$ cat src/rtl/lsu_mem_master_if.sv
// Request/response handshake and doubleword data-RAM bus between the MEM stage, lsu_mem_master and the RAM.
// master = the load/store unit; slave = the CPU pipeline plus the RAM side.
interface lsu_mem_master_if #(
  parameter int ADDR_W = 10
);
  logic              req_valid;
  logic              req_ready;
  logic              req_we;
  logic [2:0]        req_funct3;
  logic [ADDR_W-1:0] req_addr;
  logic [63:0]       req_wdata;
  logic              resp_valid;
  logic [63:0]       resp_rdata;
  logic              resp_err;
  logic              mem_req;
  logic              mem_we;
  logic [ADDR_W-1:0] mem_addr;
  logic [7:0]        mem_wstrb;
  logic [63:0]       mem_wdata;
  logic              mem_ack;
  logic [63:0]       mem_rdata;

  modport master (
    input  req_valid, req_we, req_funct3, req_addr, req_wdata, mem_ack, mem_rdata,
    output req_ready, resp_valid, resp_rdata, resp_err,
           mem_req, mem_we, mem_addr, mem_wstrb, mem_wdata
  );

  modport slave (
    output req_valid, req_we, req_funct3, req_addr, req_wdata, mem_ack, mem_rdata,
    input  req_ready, resp_valid, resp_rdata, resp_err,
           mem_req, mem_we, mem_addr, mem_wstrb, mem_wdata
  );
endinterface

$ cat src/rtl/lsu_mem_master.sv
// Load/store initiator: one request per handshake, 1-2 doubleword beats, extended load data in a 1-cycle response.
// Latency 3 cycles aligned / 5 split / 1 illegal with immediate ack; req_ready only in IDLE, each beat held until mem_ack.
module lsu_mem_master #(
  parameter int ADDR_W   = 10,
  parameter bit SPLIT_EN = 1'b1
) (
  input  logic             i_clk,
  input  logic             i_rst,
  lsu_mem_master_if.master bus
);

  typedef enum logic [2:0] {
    S_IDLE,
    S_BEAT0,
    S_GAP,
    S_BEAT1,
    S_DONE,
    S_RESP
  } state_t;

  state_t r_state;
  state_t w_next;

  logic              r_we;
  logic [2:0]        r_f3;
  logic [ADDR_W-1:0] r_addr;
  logic [63:0]       r_wdata;
  logic [63:0]       r_lo;
  logic [63:0]       r_hi;

  logic              r_req_ready;
  logic              r_resp_valid;
  logic [63:0]       r_resp_rdata;
  logic              r_resp_err;
  logic              r_mem_req;
  logic              r_mem_we;
  logic [ADDR_W-1:0] r_mem_addr;
  logic [7:0]        r_mem_wstrb;
  logic [63:0]       r_mem_wdata;

  logic              w_idle;
  logic              w_we;
  logic [2:0]        w_f3;
  logic [ADDR_W-1:0] w_addr;
  logic [63:0]       w_wdata;
  logic [3:0]        w_size;
  logic [2:0]        w_off;
  logic              w_cross;
  logic              w_illegal;
  logic [15:0]       w_mask;
  logic [127:0]      w_wide;
  logic [ADDR_W-1:0] w_base;
  logic [ADDR_W-1:0] w_base1;
  logic              w_beat_ack;
  logic [63:0]       w_raw;
  logic [63:0]       w_load;

  logic              w_req_ready_n;
  logic              w_resp_valid_n;
  logic [63:0]       w_resp_rdata_n;
  logic              w_resp_err_n;
  logic              w_mem_req_n;
  logic              w_mem_we_n;
  logic [ADDR_W-1:0] w_mem_addr_n;
  logic [7:0]        w_mem_wstrb_n;
  logic [63:0]       w_mem_wdata_n;

  // In IDLE the beat-0 outputs are registered in the same edge that latches the request.
  assign w_idle  = (r_state == S_IDLE);
  assign w_we    = w_idle ? bus.req_we     : r_we;
  assign w_f3    = w_idle ? bus.req_funct3 : r_f3;
  assign w_addr  = w_idle ? bus.req_addr   : r_addr;
  assign w_wdata = w_idle ? bus.req_wdata  : r_wdata;

  assign w_size    = 4'd1 << w_f3[1:0];
  assign w_off     = w_addr[2:0];
  assign w_cross   = ({1'b0, w_off} + w_size) > 4'd8;
  assign w_illegal = (w_we ? w_f3[2] : (w_f3 == 3'b111)) || (w_cross && !SPLIT_EN);
  assign w_mask    = ((16'h1 << w_size) - 16'h1) << w_off;
  assign w_wide    = {64'b0, w_wdata} << {w_off, 3'b000};
  assign w_base    = {w_addr[ADDR_W-1:3], 3'b000};
  assign w_base1   = w_base + ADDR_W'(8);

  assign w_beat_ack = r_mem_req && bus.mem_ack;

  // Stale hi bytes never survive the shift for a non-crossing load.
  assign w_raw = 64'({r_hi, r_lo} >> {r_addr[2:0], 3'b000});

  always_comb begin
    w_load = w_raw;
    case (r_f3[1:0])
      2'd0:    w_load = r_f3[2] ? {56'b0, w_raw[7:0]}  : {{56{w_raw[7]}},  w_raw[7:0]};
      2'd1:    w_load = r_f3[2] ? {48'b0, w_raw[15:0]} : {{48{w_raw[15]}}, w_raw[15:0]};
      2'd2:    w_load = r_f3[2] ? {32'b0, w_raw[31:0]} : {{32{w_raw[31]}}, w_raw[31:0]};
      default: w_load = w_raw;
    endcase
  end

  always_comb begin
    w_next = r_state;
    case (r_state)
      S_IDLE:  if (bus.req_valid) w_next = w_illegal ? S_RESP : S_BEAT0;
      S_BEAT0: if (w_beat_ack)    w_next = w_cross ? S_GAP : S_DONE;
      S_GAP:   w_next = S_BEAT1;
      S_BEAT1: if (w_beat_ack)    w_next = S_DONE;
      S_DONE:  w_next = S_RESP;
      S_RESP:  w_next = S_IDLE;
      default: w_next = S_IDLE;
    endcase
  end

  always_comb begin
    w_req_ready_n  = (w_next == S_IDLE);
    w_resp_valid_n = 1'b0;
    w_resp_rdata_n = 64'b0;
    w_resp_err_n   = 1'b0;
    w_mem_req_n    = 1'b0;
    w_mem_we_n     = 1'b0;
    w_mem_addr_n   = '0;
    w_mem_wstrb_n  = 8'b0;
    w_mem_wdata_n  = 64'b0;
    case (w_next)
      S_BEAT0: begin
        w_mem_req_n   = 1'b1;
        w_mem_we_n    = w_we;
        w_mem_addr_n  = w_base;
        w_mem_wstrb_n = w_we ? w_mask[7:0] : 8'b0;
        w_mem_wdata_n = w_wide[63:0];
      end
      S_BEAT1: begin
        w_mem_req_n   = 1'b1;
        w_mem_we_n    = w_we;
        w_mem_addr_n  = w_base1;
        w_mem_wstrb_n = w_we ? w_mask[15:8] : 8'b0;
        w_mem_wdata_n = w_wide[127:64];
      end
      S_RESP: begin
        w_resp_valid_n = 1'b1;
        // RESP reached straight from IDLE only for a rejected request.
        w_resp_err_n   = (r_state == S_IDLE);
        w_resp_rdata_n = ((r_state == S_DONE) && !r_we) ? w_load : 64'b0;
      end
      default: ;
    endcase
  end

  always_ff @(posedge i_clk or posedge i_rst) begin
    if (i_rst) begin
      r_state      <= S_IDLE;
      r_we         <= 1'b0;
      r_f3         <= 3'b0;
      r_addr       <= '0;
      r_wdata      <= 64'b0;
      r_lo         <= 64'b0;
      r_hi         <= 64'b0;
      r_req_ready  <= 1'b1;
      r_resp_valid <= 1'b0;
      r_resp_rdata <= 64'b0;
      r_resp_err   <= 1'b0;
      r_mem_req    <= 1'b0;
      r_mem_we     <= 1'b0;
      r_mem_addr   <= '0;
      r_mem_wstrb  <= 8'b0;
      r_mem_wdata  <= 64'b0;
    end else begin
      r_state      <= w_next;
      r_req_ready  <= w_req_ready_n;
      r_resp_valid <= w_resp_valid_n;
      r_resp_rdata <= w_resp_rdata_n;
      r_resp_err   <= w_resp_err_n;
      r_mem_req    <= w_mem_req_n;
      r_mem_we     <= w_mem_we_n;
      r_mem_addr   <= w_mem_addr_n;
      r_mem_wstrb  <= w_mem_wstrb_n;
      r_mem_wdata  <= w_mem_wdata_n;
      if (w_idle && bus.req_valid) begin
        r_we    <= bus.req_we;
        r_f3    <= bus.req_funct3;
        r_addr  <= bus.req_addr;
        r_wdata <= bus.req_wdata;
      end
      if ((r_state == S_BEAT0) && w_beat_ack) r_lo <= bus.mem_rdata;
      if ((r_state == S_BEAT1) && w_beat_ack) r_hi <= bus.mem_rdata;
    end
  end

  assign bus.req_ready  = r_req_ready;
  assign bus.resp_valid = r_resp_valid;
  assign bus.resp_rdata = r_resp_rdata;
  assign bus.resp_err   = r_resp_err;
  assign bus.mem_req    = r_mem_req;
  assign bus.mem_we     = r_mem_we;
  assign bus.mem_addr   = r_mem_addr;
  assign bus.mem_wstrb  = r_mem_wstrb;
  assign bus.mem_wdata  = r_mem_wdata;

endmodule

$ cat src/flat_wrapper.sv
// flat-port wrapper written by rule: the top's interface ports become plain ports
module lsu_mem_master_flat 
#(
  parameter int ADDR_W   = 10,
  parameter bit SPLIT_EN = 1'b1
)
  (i_clk, i_rst, bus_req_valid, bus_req_we, bus_req_funct3, bus_req_addr, bus_req_wdata, bus_mem_ack, bus_mem_rdata, bus_req_ready, bus_resp_valid, bus_resp_rdata, bus_resp_err, bus_mem_req, bus_mem_we, bus_mem_addr, bus_mem_wstrb, bus_mem_wdata);
  lsu_mem_master_if #(.ADDR_W(ADDR_W)) bus_i ();
  input  logic i_clk;
  input  logic i_rst;
  input wire logic [$bits(bus_i.req_valid)-1:0] bus_req_valid;
  input wire logic [$bits(bus_i.req_we)-1:0] bus_req_we;
  input wire logic [$bits(bus_i.req_funct3)-1:0] bus_req_funct3;
  input wire logic [$bits(bus_i.req_addr)-1:0] bus_req_addr;
  input wire logic [$bits(bus_i.req_wdata)-1:0] bus_req_wdata;
  input wire logic [$bits(bus_i.mem_ack)-1:0] bus_mem_ack;
  input wire logic [$bits(bus_i.mem_rdata)-1:0] bus_mem_rdata;
  output wire logic [$bits(bus_i.req_ready)-1:0] bus_req_ready;
  output wire logic [$bits(bus_i.resp_valid)-1:0] bus_resp_valid;
  output wire logic [$bits(bus_i.resp_rdata)-1:0] bus_resp_rdata;
  output wire logic [$bits(bus_i.resp_err)-1:0] bus_resp_err;
  output wire logic [$bits(bus_i.mem_req)-1:0] bus_mem_req;
  output wire logic [$bits(bus_i.mem_we)-1:0] bus_mem_we;
  output wire logic [$bits(bus_i.mem_addr)-1:0] bus_mem_addr;
  output wire logic [$bits(bus_i.mem_wstrb)-1:0] bus_mem_wstrb;
  output wire logic [$bits(bus_i.mem_wdata)-1:0] bus_mem_wdata;
  assign bus_i.req_valid = bus_req_valid;
  assign bus_i.req_we = bus_req_we;
  assign bus_i.req_funct3 = bus_req_funct3;
  assign bus_i.req_addr = bus_req_addr;
  assign bus_i.req_wdata = bus_req_wdata;
  assign bus_i.mem_ack = bus_mem_ack;
  assign bus_i.mem_rdata = bus_mem_rdata;
  assign bus_req_ready = bus_i.req_ready;
  assign bus_resp_valid = bus_i.resp_valid;
  assign bus_resp_rdata = bus_i.resp_rdata;
  assign bus_resp_err = bus_i.resp_err;
  assign bus_mem_req = bus_i.mem_req;
  assign bus_mem_we = bus_i.mem_we;
  assign bus_mem_addr = bus_i.mem_addr;
  assign bus_mem_wstrb = bus_i.mem_wstrb;
  assign bus_mem_wdata = bus_i.mem_wdata;
  lsu_mem_master #(.ADDR_W(ADDR_W), .SPLIT_EN(SPLIT_EN)) u_core (.i_clk(i_clk), .i_rst(i_rst), .bus(bus_i));
endmodule
$ cat config.mk
export PLATFORM = sky130hd
export DESIGN_NAME = lsu_mem_master_flat
export DESIGN_NICKNAME = d
export VERILOG_FILES = /design/src/rtl/lsu_mem_master_if.sv /design/src/rtl/lsu_mem_master.sv /design/src/flat_wrapper.sv
export SDC_FILE = /design/constraint.sdc
export NUM_CORES = 1
export LEC_CHECK = 0
export CORE_ASPECT_RATIO = 1.1
export CORE_UTILIZATION = 45
export DETAILED_ROUTE_END_ITERATION = 6
export GPL_TIMING_DRIVEN = 1
export PLACE_DENSITY = 0.8
export SLEW_MARGIN = 20
export SYNTH_ARGS = -nofsm -noshare
export SYNTH_HDL_FRONTEND = slang
export SYNTH_SLANG_ARGS = --single-unit
$ cat constraint.sdc
create_clock -name i_clk -period 29.9 [get_ports i_clk]
set_input_delay 2.99 -clock i_clk [delete_from_list [all_inputs] [get_ports i_clk]]
set_output_delay 2.99 -clock i_clk [all_outputs]
set_load 0.02 [all_outputs]
==> impl_metrics.yaml, run 1 <==
outcome:
  status: "completed"
worst_setup_path:
  r2r-start: "u_core.r_state[2]$_DFF_PP0_"
  cp_max_fo: 59
  crit_type: "in2reg"
  crit_arrival_ns: 6.60
  startpoint_type: "primary input"
  cp.required_ns: 30.34
  r2r_end: "u_core.bus.resp_valid$_DFF_PP0_"
  endpoint_kind: "register"
  timing.reg2reg.setup_slack_ns: 24.92
  worst-r2r-cell-count: 10
clocking:
  clock_sinks: 349
  clkTransAtPathRegs_ns: 0.06
  cts_resized: 0
  cts-htree-levels: 2
  cts_tree: "built"
  post-cts-setup-buffer-count: 0
  cts_buffers: 39
  hold_buffers: 0
  clk_latency_ns: 0.57
  cts_buffer_depth: 3
  root_buffer: "clkbuf_16"
detailed_routing:
  vias: 16000
  wire_per_inst_um: 23.5
  wirelength_um: 62700
  viasPerCell: 6.02
  drtPass1Iterations: 5
  drc: 0
  drtIter0Drc: 1140
  drtAntennaViolNets: 0
cells_and_area:
  drive_above_1_share: 0.169
  synthToLayoutAreaGrowth_pct: 23.0
  stdcell_count: 2668
  fillers: 3617
  final_common_cell: "dfrtp_1"
  nets: 2207
  layout_common_cells: "345 x dfrtp_1, 320 x nand2_1, 292 x clkdlybuf4s50_1, 284 x mux2i_1, 204 x mux2_2"
grt:
  grt_max_degree: 179
  use_met2: 0.466
  antenna_found_initial: 16
  top_usage_layer: "met2"
  gr-total-overflow: 0
  met3_usage: 0.0624
  grt_pass1_vias: 16100
  track_usage: 0.279
  met1_usage: 0.334
  grt_pass1_wl_um: 95400
sta:
  fin_crit_sh: 0.206
  relSlewSlack: 0.271
  hold_viol: 0
  tightest_slew_ns: 1.09
  clock_skew_ns: 0.0268
  layout_min_cycle_time_ns: 6.17
  fmax_mhz: 162
  setup_viol: 0
  drv_slew: 0
  worst_slack_ns: 23.73
  setup_tns_ns: 0
  rsz0062_at_grt: "no"
synthesis:
  synth_edf_count: 0
  synth_flop_cell: "dfrtp_1"
  synth_seq_area_share: 0.443
  synth_area_per_cell_sq_um: 10.6
  yosysWarnings: 0
  netlist_area_sq_um: 19700
  syn_inst: 1853
  yosysUniqueCellTypes: 66
  async_flop_share: 1.00
  ys_ff_latch: 349
floorplanning:
  die_x_um: 202
  die_h_um: 221
  num_rows: 80
  start_util: 0.456
  die_area_sq_um: 44600
  io_pins: 297
  core_area_sq_um: 43200
hold_path:
  hold_depth: 2
  min_from: "u_core.r_lo[1]$_DFFE_PP0P_"
  hold_class: "reg2reg"
  hold_end: "u_core.r_lo[1]$_DFFE_PP0P_"
placed_design:
  dp_slack_ns: 23.24
  place_inst: 2588
  routabilityCongestion: 0.971
  dp_hpwl_um: 43400
  numPortBuffers: 293
pwr:
  ir_worst_vdd_v: 0.0000560
  p_leak_nw: 10.7
  p_per_area_nw_per_um2: 117
run:
  cap_violations: 0
## metrics by stage
stage	instance area, sq um	total power, mW	utilization	hold slack [ns]
floorplan	19700	1.86	-	0.445
global placement	22900	2.28	0.530	0.461
detailed placement	22900	2.31	0.530	0.463
CTS	24200	2.82	0.560	0.478
global route	24200	2.98	0.560	0.492
finish	24200	2.83	0.561	0.479
## where the power goes
| group | internal [mW] | total, mW | switching, mW |
|---|---|---|---|
| logic | 0.649 | 1.54 | 0.890 |
| registers | 0.649 | 0.802 | 0.153 |
| clock network | 0.290 | 0.493 | 0.202 |
## worst max-delay path, stage by stage
cell and delay [ns]:
clkdlybuf4s50_1 0.55, mux2_4 0.73, inv_2 0.59, fa_1 0.56, xor2_1 0.16, a221oi_1 0.28
mux2i_1 0.21, a211o_1 0.34, and3b_1 0.16
## cells by family after synthesis
family | share of synthesized area
AOI/OAI and AO/OA | 0.0999
xor gates and xnor gates | 0.000889
adders and majority gates | 0.00419
buffers and inverters | 0.0367
DFF | 0.443
muxes | 0.302
other | 0.000190
and+or+nand+nor | 0.113
## flip-flops by register name, summed over array words and instances (netlist names)
register and cells:
u_core.r_lo 64, u_core.bus.mem_req 1, u_core.bus.mem_wstrb 8, u_core.bus.mem_addr 7, u_core.bus.mem_wdata 64, u_core.r_wdata 64, u_core.r_state 3, u_core.bus.resp_valid 1
u_core.bus.req_ready 1, u_core.r_we 1, u_core.bus.resp_rdata 64, u_core.r_hi 56, u_core.r_f3 3, u_core.r_addr 10, u_core.bus.mem_we 1, u_core.bus.resp_err 1
## area by class of cell
class	count	area (sq um)	share of cell area
repair buffers	315	3110	0.128
flip-flops and latches	349	8740	0.360
diodes	9	22.5	0.000929
clock buffers	57	1130	0.0468
well taps	574	718	0.0296
inverters	14	60.1	0.00248
clock inverters	14	166	0.00686
multi-input cells	1336	10300	0.425
## routing by layer
| metal | vias to the layer above | wire, um | share of wire |
|---|---|---|---|
| li1 | 7144 | - | - |
| met4 | 16 | 3610 | 0.058 |
| met1 | 7929 | 23500 | 0.38 |
| met2 | 784 | 30400 | 0.49 |
| met3 | 176 | 5000 | 0.080 |
| met5 | - | 106 | 0.0017 |
## worst max path at each step
stage                                  endpoint  cells after the start       startpoint
3_5_place_dp    u_core.bus.resp_valid$_DFF_PP0_                      9  bus_req_addr[1]
3_3_place_gp    u_core.bus.resp_valid$_DFF_PP0_                      9  bus_req_addr[1]
4_1_cts         u_core.bus.resp_valid$_DFF_PP0_                      9  bus_req_addr[1]
6_report        u_core.bus.resp_valid$_DFF_PP0_                      9  bus_req_addr[1]
5_1_grt         u_core.bus.resp_valid$_DFF_PP0_                      9  bus_req_addr[1]
2_1_floorplan  u_core.bus.mem_addr[3]$_DFF_PP0_                      1            i_rst
## synth_stat cells (5+ instances only)
| cell type | number | area share |
|---|---|---|
| o32ai_1 | 11 | 0.0049 |
| inv_1 | 11 | 0.0021 |
| nor2_1 | 88 | 0.017 |
| a311oi_2 | 6 | 0.0046 |
| o21ai_0 | 51 | 0.013 |
| buf_4 | 5 | 0.0019 |
| o22ai_1 | 27 | 0.0086 |
| o221ai_1 | 8 | 0.0036 |
| o311a_1 | 6 | 0.0030 |
| mux2_2 | 204 | 0.12 |
| a211oi_1 | 40 | 0.015 |
| a31oi_1 | 18 | 0.0057 |
| buf_1 | 29 | 0.0055 |
| a22o_1 | 8 | 0.0036 |
| mux4_2 | 35 | 0.040 |
| dfrtp_1 | 348 | 0.44 |
| ha_1 | 5 | 0.0032 |
| o211ai_1 | 11 | 0.0042 |
| nor2b_1 | 18 | 0.0057 |
| buf_2 | 41 | 0.010 |
| nand3_1 | 17 | 0.0043 |
| mux2i_1 | 285 | 0.14 |
| a21oi_1 | 41 | 0.010 |
| and2_1 | 13 | 0.0041 |
| clkbuf_1 | 79 | 0.015 |
| nand2_1 | 321 | 0.061 |
| or3_1 | 5 | 0.0016 |
| a32oi_1 | 8 | 0.0036 |
| nor3_1 | 33 | 0.0084 |
| a311oi_1 | 18 | 0.0080 |
Note: power is estimated with default switching activity, not from simulation.
==> run 2: changes to the inputs <==
Clock period 29.9 ns to 6 ns, I/O delays scaled along.
==> run 2 against run 1 <==
  * Setup slack lost 22 ns
  * Total power grew to 5.0 times the previous value
  * Sequential share of layout area is essentially flat
  * Clock skew grew 0.012 ns
  * Cell area is essentially flat
  * Global-route usage grew 0.30 points
  * Non-clock buffer count shrank 1
  * Sequential power grew to 5.0 times the previous value
  * Die area is the same
  * Critical path depth grew 3
  * Register-to-register slack lost 23 ns
==> impl_metrics.yaml, run 2 (synthesis gave the netlist of run 1 again) <==
sta:
  setup_tns_ns: 0
  drv_slew: 0
  fmax_mhz: 229
  relSlewSlack: 0.299
  fin_crit_sh: 0.726
  tightest_slew_ns: 1.05
  setup_viol: 0
  hold_slack_ns: 0.431
  hold_viol: 0
  rsz0062_at_grt: "no"
  clock_skew_ns: 0.0389
  layout_min_cycle_time_ns: 4.36
worst_setup_path:
  startpoint_type: "register"
  timing.reg2reg.setup_slack_ns: 1.64
  path_common_cell: "mux2i_1"
  cp.required_ns: 6.44
  slowest_stage: "dfrtp_1"
  r2r_end: "u_core.bus.resp_valid$_DFF_PP0_"
  crit_type: "reg2reg"
  crit_path_max_incr_delay_ns: 0.68
  cp_cell_sequence: "or3_2, buf_4, mux2i_1, and2_1, ha_1, inv_1, fa_1, xor2_1, a221oi_1, mux2i_1, a211o_1, and3b_1"
  r2r-start: "u_core.r_state[2]$_DFF_PP0_"
  crit_arrival_ns: 4.80
  cp_max_fo: 43
  worst-r2r-cell-count: 12
  endpoint_kind: "register"
outcome:
  status: "completed"
run:
  cap_violations: 0
pwr:
  ir_worst_vdd_v: 0.000398
  p_leak_nw: 10.7
  p_per_area_nw_per_um2: 583
floorplanning:
  io_pins: 297
  die_area_sq_um: 44600
  die_x_um: 202
  die_h_um: 221
  core_area_sq_um: 43200
  num_rows: 80
  start_util: 0.456
cells_and_area:
  nets: 2207
  synthToLayoutAreaGrowth_pct: 23.0
  final_common_cell: "dfrtp_1"
  fillers: 3647
  final_util: 0.561
  drive_above_1_share: 0.169
  post-route-cell-area_sq_um: 24200
  layout_common_cells: "345 x dfrtp_1, 320 x nand2_1, 292 x clkdlybuf4s50_1, 284 x mux2i_1, 204 x mux2_2"
clocking:
  cts_resized: 0
  cts-htree-levels: 2
  cts_tree: "built"
  post-cts-setup-buffer-count: 0
  clk_latency_ns: 0.57
  hold_buffers: 0
  clock_sinks: 349
  root_buffer: "clkbuf_16"
  cts_buffers: 40
  cts_buffer_depth: 3
  clkTransAtPathRegs_ns: 0.06
placed_design:
  dp_hpwl_um: 44000
  numPortBuffers: 293
  routabilityCongestion: 0.950
  place_area_sq_um: 22900
grt:
  grt_pass1_wl_um: 96400
  track_usage: 0.282
  grt_pass1_vias: 16100
  gr-total-overflow: 0
  grt_max_degree: 163
  antenna_found_initial: 15
detailed_routing:
  drtAntennaViolNets: 0
  wire_per_inst_um: 23.7
  viasPerCell: 5.97
  vias: 15900
  drtIter0Drc: 1318
  drc: 0
  wirelength_um: 63000
  drtPass1Iterations: 5
hold_path:
  hold_class: "in2async"
-- run 2: metal layers --
layer | part of all wire | global-route usage
met2 | 0.49 | 0.472
met4 | 0.053 | 0.137
met3 | 0.076 | 0.0639
met5 | 0.0018 | 0
met1 | 0.38 | 0.341
-- run 2: through the flow --
stage          setup slack [ns]  power, mW  instances
2_1_floorplan             0.728       9.29       1855
3_3_place_gp               1.87       11.4       2587
3_5_place_dp               1.69       11.6       2587
4_1_cts                    1.70       14.0       2657
5_1_grt                    1.33       14.9       2658
6_report                   1.64       14.1       2663
-- run 2: worst max path at each step --
stage	start	to	slack [ns]	cells past startpoint
floorplan	i_rst	u_core.bus.mem_addr[3]$_DFF_PP0_	0.73	1
global placement	bus_req_addr[1]	u_core.bus.resp_valid$_DFF_PP0_	1.87	9
detailed placement	u_core.r_state[2]$_DFF_PP0_	u_core.bus.resp_valid$_DFF_PP0_	1.69	12
CTS	u_core.r_state[2]$_DFF_PP0_	u_core.bus.resp_valid$_DFF_PP0_	1.70	12
global route	u_core.r_state[2]$_DFF_PP0_	u_core.bus.resp_valid$_DFF_PP0_	1.33	12
finish	u_core.r_state[2]$_DFF_PP0_	u_core.bus.resp_valid$_DFF_PP0_	1.64	12
-- run 2: where the power goes --
part	total, mW	switching [mW]	internal, mW	leakage (nW)
clock	2.41	1.00	1.41	0.642
sequential	4.05	0.817	3.23	4.50
combinational	7.66	4.42	3.24	5.55
-- run 2: cell type report --
type                       instances  area [sq um]  area share
sequential                       349          8740       0.361
tap                              574           718      0.0296
inverter                          14          56.3     0.00232
clock buffer                      55          1140      0.0469
multi-input combinational       1336         10300       0.425
timing repair buffer             314          3130       0.129
clock inverter                    15           144     0.00593
antenna                            6          15.0    0.000619
-- run 2: critical path, delay by kind of cell, from the launching register on --
kind | cells | cell delay (ns)
flip-flops | 1 | 0.68
multiplexers | 2 | 0.83
adder cells (fa/ha/maj) | 2 | 0.65
AO/OA/AOI/OAI | 2 | 0.63
buffers and inverters | 2 | 0.65
AND/OR/NAND/NOR | 3 | 0.63
XOR/XNOR | 1 | 0.17
